==> src/rtl/scoreboard_engine.sv <==
// Multi-level timed-round scoreboard: BCD score/timer, bonus window, per-level pass check.
// Optional registered seven-segment decode is enabled with SCOREBOARD_SEG7_EN.
module scoreboard_engine #(
  parameter int SCORE_DIGITS = 3,
  parameter int TIMER_SECS   = 60,
  parameter int BONUS_SECS   = 15,
  parameter int NUM_LEVELS   = 2,
  parameter int PTS_NORMAL   = 2,
  parameter int PTS_BONUS    = 3,
  parameter int PASS_STEP    = 100,
  parameter int PASS_OFFSET  = 50,
  parameter int TICK_DIV     = 50_000_000
) (
  input  logic                      clk,
  input  logic                      rst_n,
  input  logic                      start,
  input  logic                      point,
  output logic [4*SCORE_DIGITS-1:0] score_bcd,
  output logic [7:0]                timer_bcd,
  output logic [3:0]                level_bcd,
  output logic                      busy,
  output logic                      done,
  output logic                      win
`ifdef SCOREBOARD_SEG7_EN
  ,
  output logic [7*SCORE_DIGITS-1:0] seg7_score,
  output logic [13:0]               seg7_timer,
  output logic [6:0]                seg7_level
`endif
);
  localparam int SCORE_MAX = 10**SCORE_DIGITS - 1;
  localparam int BIN_W     = $clog2(10**SCORE_DIGITS);
  localparam int TICK_W    = $clog2(TICK_DIV);
  localparam logic [7:0] TIMER_INIT = {4'(TIMER_SECS / 10), 4'(TIMER_SECS % 10)};
  localparam logic [7:0] BONUS_LIM  = {4'(BONUS_SECS / 10), 4'(BONUS_SECS % 10)};

  typedef enum logic [2:0] {S_IDLE, S_INIT, S_RUN, S_CHECK, S_NEXT, S_DONE} state_t;

  state_t                    r_state;
  logic [4*SCORE_DIGITS-1:0] r_score;
  logic [BIN_W-1:0]          r_score_bin;
  logic [7:0]                r_timer;
  logic [3:0]                r_level;
  logic [TICK_W-1:0]         r_tick;
  logic                      r_busy;
  logic                      r_done;
  logic                      r_win;

  logic                      w_tick;
  logic [7:0]                w_timer_dec;
  logic [3:0]                w_pts;
  logic [SCORE_DIGITS:0]     w_carry;
  logic [4*SCORE_DIGITS-1:0] w_score_sum;
  logic [4*SCORE_DIGITS-1:0] w_score_add;
  logic [BIN_W:0]            w_bin_raw;
  logic [BIN_W-1:0]          w_bin_add;
  int                        w_threshold;
  logic                      w_pass;

  assign w_tick      = (r_tick == TICK_W'(TICK_DIV - 1));
  assign w_timer_dec = (r_timer[3:0] == 4'd0) ? {r_timer[7:4] - 4'd1, 4'd9}
                                              : {r_timer[7:4], r_timer[3:0] - 4'd1};
  // BCD ordering matches numeric ordering, so the window test needs no conversion
  assign w_pts       = (r_timer <= BONUS_LIM) ? 4'(PTS_BONUS) : 4'(PTS_NORMAL);

  assign w_carry[0] = 1'b0;
  for (genvar gi = 0; gi < SCORE_DIGITS; gi++) begin : g_add
    logic [4:0] w_addend;
    logic [4:0] w_raw;
    if (gi == 0) begin : g_lsd
      assign w_addend = {1'b0, w_pts};
    end else begin : g_upper
      assign w_addend = 5'd0;
    end
    assign w_raw                = {1'b0, r_score[4*gi+:4]} + w_addend + {4'd0, w_carry[gi]};
    assign w_carry[gi+1]        = (w_raw > 5'd9);
    assign w_score_sum[4*gi+:4] = w_carry[gi+1] ? 4'(w_raw - 5'd10) : w_raw[3:0];
  end

  assign w_score_add = w_carry[SCORE_DIGITS] ? {SCORE_DIGITS{4'h9}} : w_score_sum;
  assign w_bin_raw   = {1'b0, r_score_bin} + (BIN_W+1)'(w_pts);
  assign w_bin_add   = (w_bin_raw > (BIN_W+1)'(SCORE_MAX)) ? BIN_W'(SCORE_MAX) : w_bin_raw[BIN_W-1:0];
  assign w_threshold = int'(r_level) * PASS_STEP - PASS_OFFSET;
  assign w_pass      = (w_threshold <= 0) || (int'(r_score_bin) >= w_threshold);

  always_ff @(posedge clk or negedge rst_n) begin
    if (!rst_n) begin
      r_state     <= S_IDLE;
      r_score     <= '0;
      r_score_bin <= '0;
      r_timer     <= TIMER_INIT;
      r_level     <= 4'd1;
      r_tick      <= '0;
      r_busy      <= 1'b0;
      r_done      <= 1'b0;
      r_win       <= 1'b0;
    end else if (start) begin
      // start restarts from any state; round variables are cleared on entry to INIT
      r_state     <= S_INIT;
      r_score     <= '0;
      r_score_bin <= '0;
      r_timer     <= TIMER_INIT;
      r_level     <= 4'd1;
      r_tick      <= '0;
      r_busy      <= 1'b1;
      r_done      <= 1'b0;
      r_win       <= 1'b0;
    end else begin
      case (r_state)
        S_INIT: r_state <= S_RUN;
        S_RUN: begin
          r_tick <= w_tick ? '0 : r_tick + TICK_W'(1);
          if (point) begin
            r_score     <= w_score_add;
            r_score_bin <= w_bin_add;
          end
          if (w_tick) begin
            r_timer <= w_timer_dec;
            if (r_timer == 8'h01) r_state <= S_CHECK;
          end
        end
        S_CHECK: begin
          if (w_pass && (r_level < 4'(NUM_LEVELS))) begin
            r_state <= S_NEXT;
            r_level <= r_level + 4'd1;
            r_timer <= TIMER_INIT;
            r_tick  <= '0;
          end else begin
            r_state <= S_DONE;
            r_busy  <= 1'b0;
            r_done  <= 1'b1;
            r_win   <= w_pass;
          end
        end
        S_NEXT:  r_state <= S_RUN;
        default: r_state <= r_state;
      endcase
    end
  end

  assign score_bcd = r_score;
  assign timer_bcd = r_timer;
  assign level_bcd = r_level;
  assign busy      = r_busy;
  assign done      = r_done;
  assign win       = r_win;

`ifdef SCOREBOARD_SEG7_EN
  function automatic logic [6:0] seg7_decode(input logic [3:0] d);
    case (d)
      4'd0: seg7_decode = 7'h3F;
      4'd1: seg7_decode = 7'h06;
      4'd2: seg7_decode = 7'h5B;
      4'd3: seg7_decode = 7'h4F;
      4'd4: seg7_decode = 7'h66;
      4'd5: seg7_decode = 7'h6D;
      4'd6: seg7_decode = 7'h7D;
      4'd7: seg7_decode = 7'h07;
      4'd8: seg7_decode = 7'h7F;
      4'd9: seg7_decode = 7'h6F;
      default: seg7_decode = 7'h00;
    endcase
  endfunction

  for (genvar gi = 0; gi < SCORE_DIGITS; gi++) begin : g_seg_score
    logic [6:0] r_seg;
    always_ff @(posedge clk or negedge rst_n) begin
      if (!rst_n) r_seg <= 7'h3F;
      else        r_seg <= seg7_decode(r_score[4*gi+:4]);
    end
    assign seg7_score[7*gi+:7] = r_seg;
  end

  logic [13:0] r_seg_timer;
  logic [6:0]  r_seg_level;
  always_ff @(posedge clk or negedge rst_n) begin
    if (!rst_n) begin
      r_seg_timer <= {7'h3F, 7'h3F};
      r_seg_level <= 7'h06;
    end else begin
      r_seg_timer <= {seg7_decode(r_timer[7:4]), seg7_decode(r_timer[3:0])};
      r_seg_level <= seg7_decode(r_level);
    end
  end
  assign seg7_timer = r_seg_timer;
  assign seg7_level = r_seg_level;
`endif
endmodule
==> config.mk <==
export PLATFORM = sky130hd
export DESIGN_NAME = scoreboard_engine
export DESIGN_NICKNAME = d
export VERILOG_FILES = /design/src/rtl/scoreboard_engine.sv
export SDC_FILE = /design/constraint.sdc
export NUM_CORES = 1
export LEC_CHECK = 0
export ABC_CLOCK_PERIOD_IN_PS = 5500
export CAP_MARGIN = 5
export CELL_PAD_IN_SITES_DETAIL_PLACEMENT = 1
export CELL_PAD_IN_SITES_GLOBAL_PLACEMENT = 2
export CORE_UTILIZATION = 38
export DETAILED_ROUTE_END_ITERATION = 7
export PLACE_DENSITY_LB_ADDON = 0.1
export SYNTH_ARGS = -nofsm -noshare
export SYNTH_HDL_FRONTEND = slang
export SYNTH_SLANG_ARGS = --single-unit
==> constraint.sdc <==
create_clock -name clk -period 5.5 [get_ports clk]
set_clock_uncertainty 0.05 [all_clocks]
set_input_delay 0.825 -clock clk [delete_from_list [all_inputs] [get_ports clk]]
set_output_delay 0.825 -clock clk [all_outputs]
set_load 0.005 [all_outputs]
After elaboration in Yosys (flattened, before gate mapping)
Cells that the tools add are included.
{ "classes": {"addsub": 11, "n_mul": 1, "n_div": 0, "n_lt_le_gt_ge": 8, "n_eq_ne": 11, "n_shift": 0, "mux": 37, "bitwise_logic": 0, "reduce_logical": 17} }
{ "ops": {"columns": ["operator", "n"], "rows": [
  ["26-bit two-way mux", 3],
  ["26-bit case mux with 2 select lines", 1],
  ["12-bit two-way mux", 4],
  ["10-bit two-way mux", 4],
  ["8-bit two-way mux", 4],
  ["26-bit by 1-bit adder with 26-bit output (second input constant)", 1],
  ["26-bit == test (second input constant)", 1],
  ["4-bit two-way mux", 5],
  ["8-bit case mux with 2 select lines", 1],
  ["5-bit by 4-bit > comparator with 1-bit output (second input constant)", 3],
  ["11-bit by 12-bit >= comparator with 1-bit output", 1],
  ["12-bit by 1-bit <= comparator with 1-bit output (second input constant)", 1],
  ["3-bit inequality test (second input constant)", 4],
  ["11-bit by 6-bit subtractor with 12-bit output (second input constant)", 1],
  ["10-bit by 2-bit adder with 11-bit output", 1],
  ["11-bit by 10-bit > comparator with 1-bit output (second input constant)", 1],
  ["1-bit two-way mux", 11],
  ["4-bit by 1-bit adder with 5-bit output", 2],
  ["4-bit by 5-bit multiplier with 9-bit output (second input constant)", 1],
  ["3-bit two-way mux", 3],
  ["3-bit case mux with 3 select lines", 1],
  ["8-bit by 1-bit == test with 1-bit output (second input constant)", 1],
  ["8-bit by 5-bit <= comparator with 1-bit output (second input constant)", 1],
  ["2-bit AND reduction", 4],
  ["18 further kinds", 25]
]} }
{ "totals": {"register_bits": 66, "latch_bits": 0, "mem_bits_rw": 0, "mem_bits_ro": 0, "output_inout_bits": 27, "elab_cells": 95, "memories": 0} }

Logic depth before layout (Yosys ltp)
{ "depth": {"depth_word": 12, "ltp_mapped": 27} }

Least setup slack after synthesis
Ideal clock, no wire load.
{ "synth_timing": {"kind": "reg2reg", "startpoint": "register r_timer[0], in the netlist timer_bcd[0]", "endpoint": "register r_score[6], in the netlist score_bcd[6]", "arrival_ps": 4874, "required_ps": 5328, "slack_ps": 454, "path_stages_with_launch": 27, "path_buffers": 0, "period_less_slack_ps": 5046, "cell_sequence": "dfrtp_1 > inv_1 > ha_1 > inv_1 > a21o_1 > a21oi_1 > a31oi_1 > nor3_1 > ha_1 > inv_1 > ha_1 > a21oi_1 > a21oi_1 > a21oi_1 > ha_1 > ha_1 > mux2_2 > o21ai_0 > inv_1 > ha_1 > ha_1 > nor2_1 > a21oi_1 > nor2_1 > o21ai_0 > nor2_1 > a32o_1"} }
{ "synth_via": {"elab_chain_cells": 12, "word_cells_on_any_way": 14, "cone_classes": "4 x add/sub; 4 x order compare; 6 x mux"} }
{ "synth_lines": {"columns": ["element", "line", "source"], "rows": [
  ["from (decl)", "42", "logic [7:0] r_timer;"],
  ["from (signal assigned)", "118", "r_timer <= w_timer_dec;"],
  ["8-bit by 5-bit <= comparator with 1-bit output (*)", "64", "assign w_pts = (r_timer <= BONUS_LIM) ? 4'(PTS_BONUS) : 4'(PTS_NORMAL);"],
  ["1-bit two-way mux (*)", "64", null],
  ["4-bit by 2-bit adder with 5-bit output (*)", "75", "assign w_raw = {1'b0, r_score[4*gi+:4]} + w_addend + {4'd0, w_carry[gi]};"],
  ["5-bit by 4-bit > comparator with 1-bit output (*)", "76", "assign w_carry[gi+1] = (w_raw > 5'd9);"],
  ["4-bit by 1-bit adder with 5-bit output (*)", "75", null],
  ["5-bit by 4-bit > comparator with 1-bit output", "76", null],
  ["4-bit by 1-bit adder with 5-bit output", "75", null],
  ["5-bit by 4-bit > comparator with 1-bit output", "76", null],
  ["12-bit two-way mux (*)", "80", "assign w_score_add = w_carry[SCORE_DIGITS] ? {SCORE_DIGITS{4'h9}} : w_score_sum;"],
  ["12-bit two-way mux (*)", "113", "if (point) begin"],
  ["12-bit two-way mux (*)", "109", "case (r_state)"],
  ["12-bit two-way mux (*)", "97", "end else if (start) begin"],
  ["to (signal assigned)", "114", "r_score <= w_score_add;"],
  ["to (decl)", "40", "logic [4*SCORE_DIGITS-1:0] r_score;"]
]} }
Every way passes the cells marked *; elsewhere a longest branch is shown, timed or not. The select of a mux whose other input is x is not followed.
A chain may end at the register's enable or synchronous reset.

Worst setup path in the final report
{ "layout_timing": {"startpoint": "register r_timer[0], in the netlist timer_bcd[0]", "endpoint": "register r_score[7], in the netlist score_bcd[7]"} }
Same word-level chain as after synthesis.

==> impl_metrics.csv <==
group,metric,value,unit
cts,cts.htree.levels,3,
routing,drt-wirelength-per-cell,17.3,µm
logic_synthesis,synth_top_area_cell,"dfrtp_1",
routing,firstDrtPassIters,4,
cts,hold_buffers,0,
setup_path,worst_ep_arrival_time,5.15,ns
logic_synthesis,yosys_most_used_dff,"dfrtp_1",
logic_synthesis,synth-warning-count,0,
cells_and_area,fin_util,0.456,
sta,slew_violations,0,
sta,worst_pin_slew,0.894,ns
status,status,"finished clean",
die,initial_utilization,0.392,
setup_path,path_delay_family,"adder cells",
logic_synthesis,synthMuxAreaShare,0.0257,
logic_synthesis,synth_top_family_by_area,"compound AO/OA/AOI/OAI gates",
sta,hold_violations,0,
pwr,power_per_cell_area,256,mW/mm²
setup_path,crit_required,5.66,ns
logic_synthesis,yosys.area.top_type_share,0.334,
sta,post-route-period-util,0.908,
routing,vias_per_cell,5.74,
sta,rsz0062_at_grt,"false",
sta,fin_crit,4.99,ns
global_route,antenna_found_initial,0,
sta,finalSetupTns,0,ns
global_route,grt_pass1_vias,4372,
die,die_x,113,µm
cells_and_area,final_common_cell,"dfrtp_1",
logic_synthesis,synth_xor_area_frac,0.0260,
setup_path,crit_buf_inv,5,
cts,clock_latency,0.34,ns
setup_path,critPathMostFrequentCell,"ha_1",
setup_path,cp-start-kind,"register",
die,core_area,0.0121,mm²
cts,cts_inserted_buffers,9,
cts,ctsRootBufferMaster,"clkbuf_16",
cts,clock-sinks,66,
cells_and_area,fillers,1389,
logic_synthesis,ys_seq_area_frac,0.350,
routing,top_layer,"met4",
logic_synthesis,synth_seq_cells,66,
job,maxCapViolations,0,
setup_path,critPathKind,"register to register",
routing,antenna_left,0,
routing,wl,12.6,mm
logic_synthesis,synth_fa_ha_area_frac,0.102,
pwr,vdd_drop_max,0.137,mV
logic_synthesis,async_flop_share,1.00,
routing,m1WireLength,5.88,mm
global_route,grt_pass1_wl,21.6,mm
cells_and_area,layout_common_cells,"dfrtp_1 (63), nor2_1 (49), ha_1 (37)",
routing,vias,4178,
sta,slew_headroom,0.404,
place,routabilityCongestion,0.746,
logic_synthesis,syn_area,0.00472,mm²
setup_path,critPathMaxStageDelay,0.40,ns
die,rows,40,
cts,postCtsResizedCells,0,
cts,path_clk_slew,0.06,ns
die,dieArea,0.0129,mm²
routing,drt-initial-drc-count,168,
logic_synthesis,syn_area_per_cell,8.91,µm²
setup_path,worstPathMaxFanout,5,
sta,fmaxAchievable,200,MHz
logic_synthesis,synthTopCellsByArea,"dfrtp_1 (33%), ha_1 (9.8%), a22o_1 (4.1%), nor2_1 (4.0%), o2bb2ai_1 (2.8%)",
global_route,grt_overflow,0,
logic_synthesis,synth_nets,572,
global_route,grt_use_total,0.209,
cells_and_area,nets,597,
logic_synthesis,synth-edff-count,0,
cts,post_cts_buffers,0,
sta,setup_viol,0,
cells_and_area,antenna_cells,0,
logic_synthesis,synth_compound_gate_area_share,0.224,
cells_and_area,drive_gt1_frac,0.0929,
cells_and_area,syn2layout_area_growth,16.4,%
routing,wl_met2,6.34,mm
worst_hold_path,min_path_type,"register to register",
setup_path,end_kind,"register",
logic_synthesis,syn_inst,530,
global_route,grt_max_degree,67,
die,io_pins,31,
cts,cts_buffer_depth,2,
routing,met3_wirelength,243,µm
die,dieHeight,113,µm
setup_path,worst_path_max_delay_cell,"dfrtp_1",
logic_synthesis,synth.distinct_cells,69,
cts,cts_tree,"built",
routing,drcViolationCount,0,
pwr,p_leak,2.36,nW
logic_synthesis,synthSimpleGateAreaFrac,0.220,
place,hpwl,8.92,mm
place,io_buffers,30,
[cell usage after synthesis (8+ instances only)]
cell       instances
dfrtp_1           63
nor2_1            50
ha_1              37
inv_1             34
nand2_1           28
a21oi_1           26
nand3_1           25
o21ai_0           24
a22o_1            22
nor3_1            22
clkbuf_1          18
o2bb2ai_1         15
a31oi_1            9
nand4_1            9
nor2b_1            8
xor2_1             8
[metal layers]
metal,track usage,vias to the layer above
met4,0.0596,0
met5,0,-
li1,-,2020
met3,0.0388,14
met2,0.376,46
met1,0.254,2098
[flip-flops by register name (all words and copies together), names as in the netlist]
name         count
busy             1
done             1
win              1
r_state          3
timer_bcd        8
level_bcd        4
r_score_bin     10
r_tick          26
score_bcd       12
[layout make-up]
cell class	instances	area [µm²]	area share
clock buffer	13	250	0.0455
multi-input combinational	405	2850	0.519
tap	168	210	0.0382
timing repair buffer	39	363	0.0660
clock inverter	3	40.0	0.00728
sequential	66	1660	0.301
inverter	34	128	0.0232
[worst paths after layout]
kind / depth (start not counted) / slack, ns / endpoint / start
min in group asynchronous: 2 / 0.63 / r_score_bin[7] / rst_n
max in group asynchronous: 2 / 4.17 / score_bcd[5] / rst_n
max reg2reg: 26 / 0.51 / score_bcd[7] / timer_bcd[0]
min reg2reg: 1 / 0.42 / busy / busy
min: 1 / 0.42 / busy / busy
max: 26 / 0.51 / score_bcd[7] / timer_bcd[0]
[metrics by stage]
stage	area (µm²)	hold WS, ns	std cells	worst slack, ns	power, W
2_1_floorplan	4720	0.400	530	0.454	0.000742
3_3_place_gp	5190	0.407	712	0.322	0.000836
3_5_place_dp	5190	0.415	712	0.0743	0.000846
4_1_cts	5480	0.427	728	0.0394	0.00142
5_1_grt	5500	0.431	728	0.0152	0.00148
6_report	5500	0.423	728	0.509	0.00141
[power breakdown]
| group | internal [W] | total (W) | switching, W |
|---|---|---|---|
| combinational | 0.000116 | 0.000278 | 0.000162 |
| clock | 0.000362 | 0.000574 | 0.000212 |
| sequential | 0.000516 | 0.000558 | 0.0000417 |
[cell families after synthesis]
group,Yosys count
buf+inv,59
fa+ha+maj,38
compound gates,147
simple gates,195
mux,11
xor+xnor,14
flops,66
No activity file was read; power rests on OpenSTA's default activity.
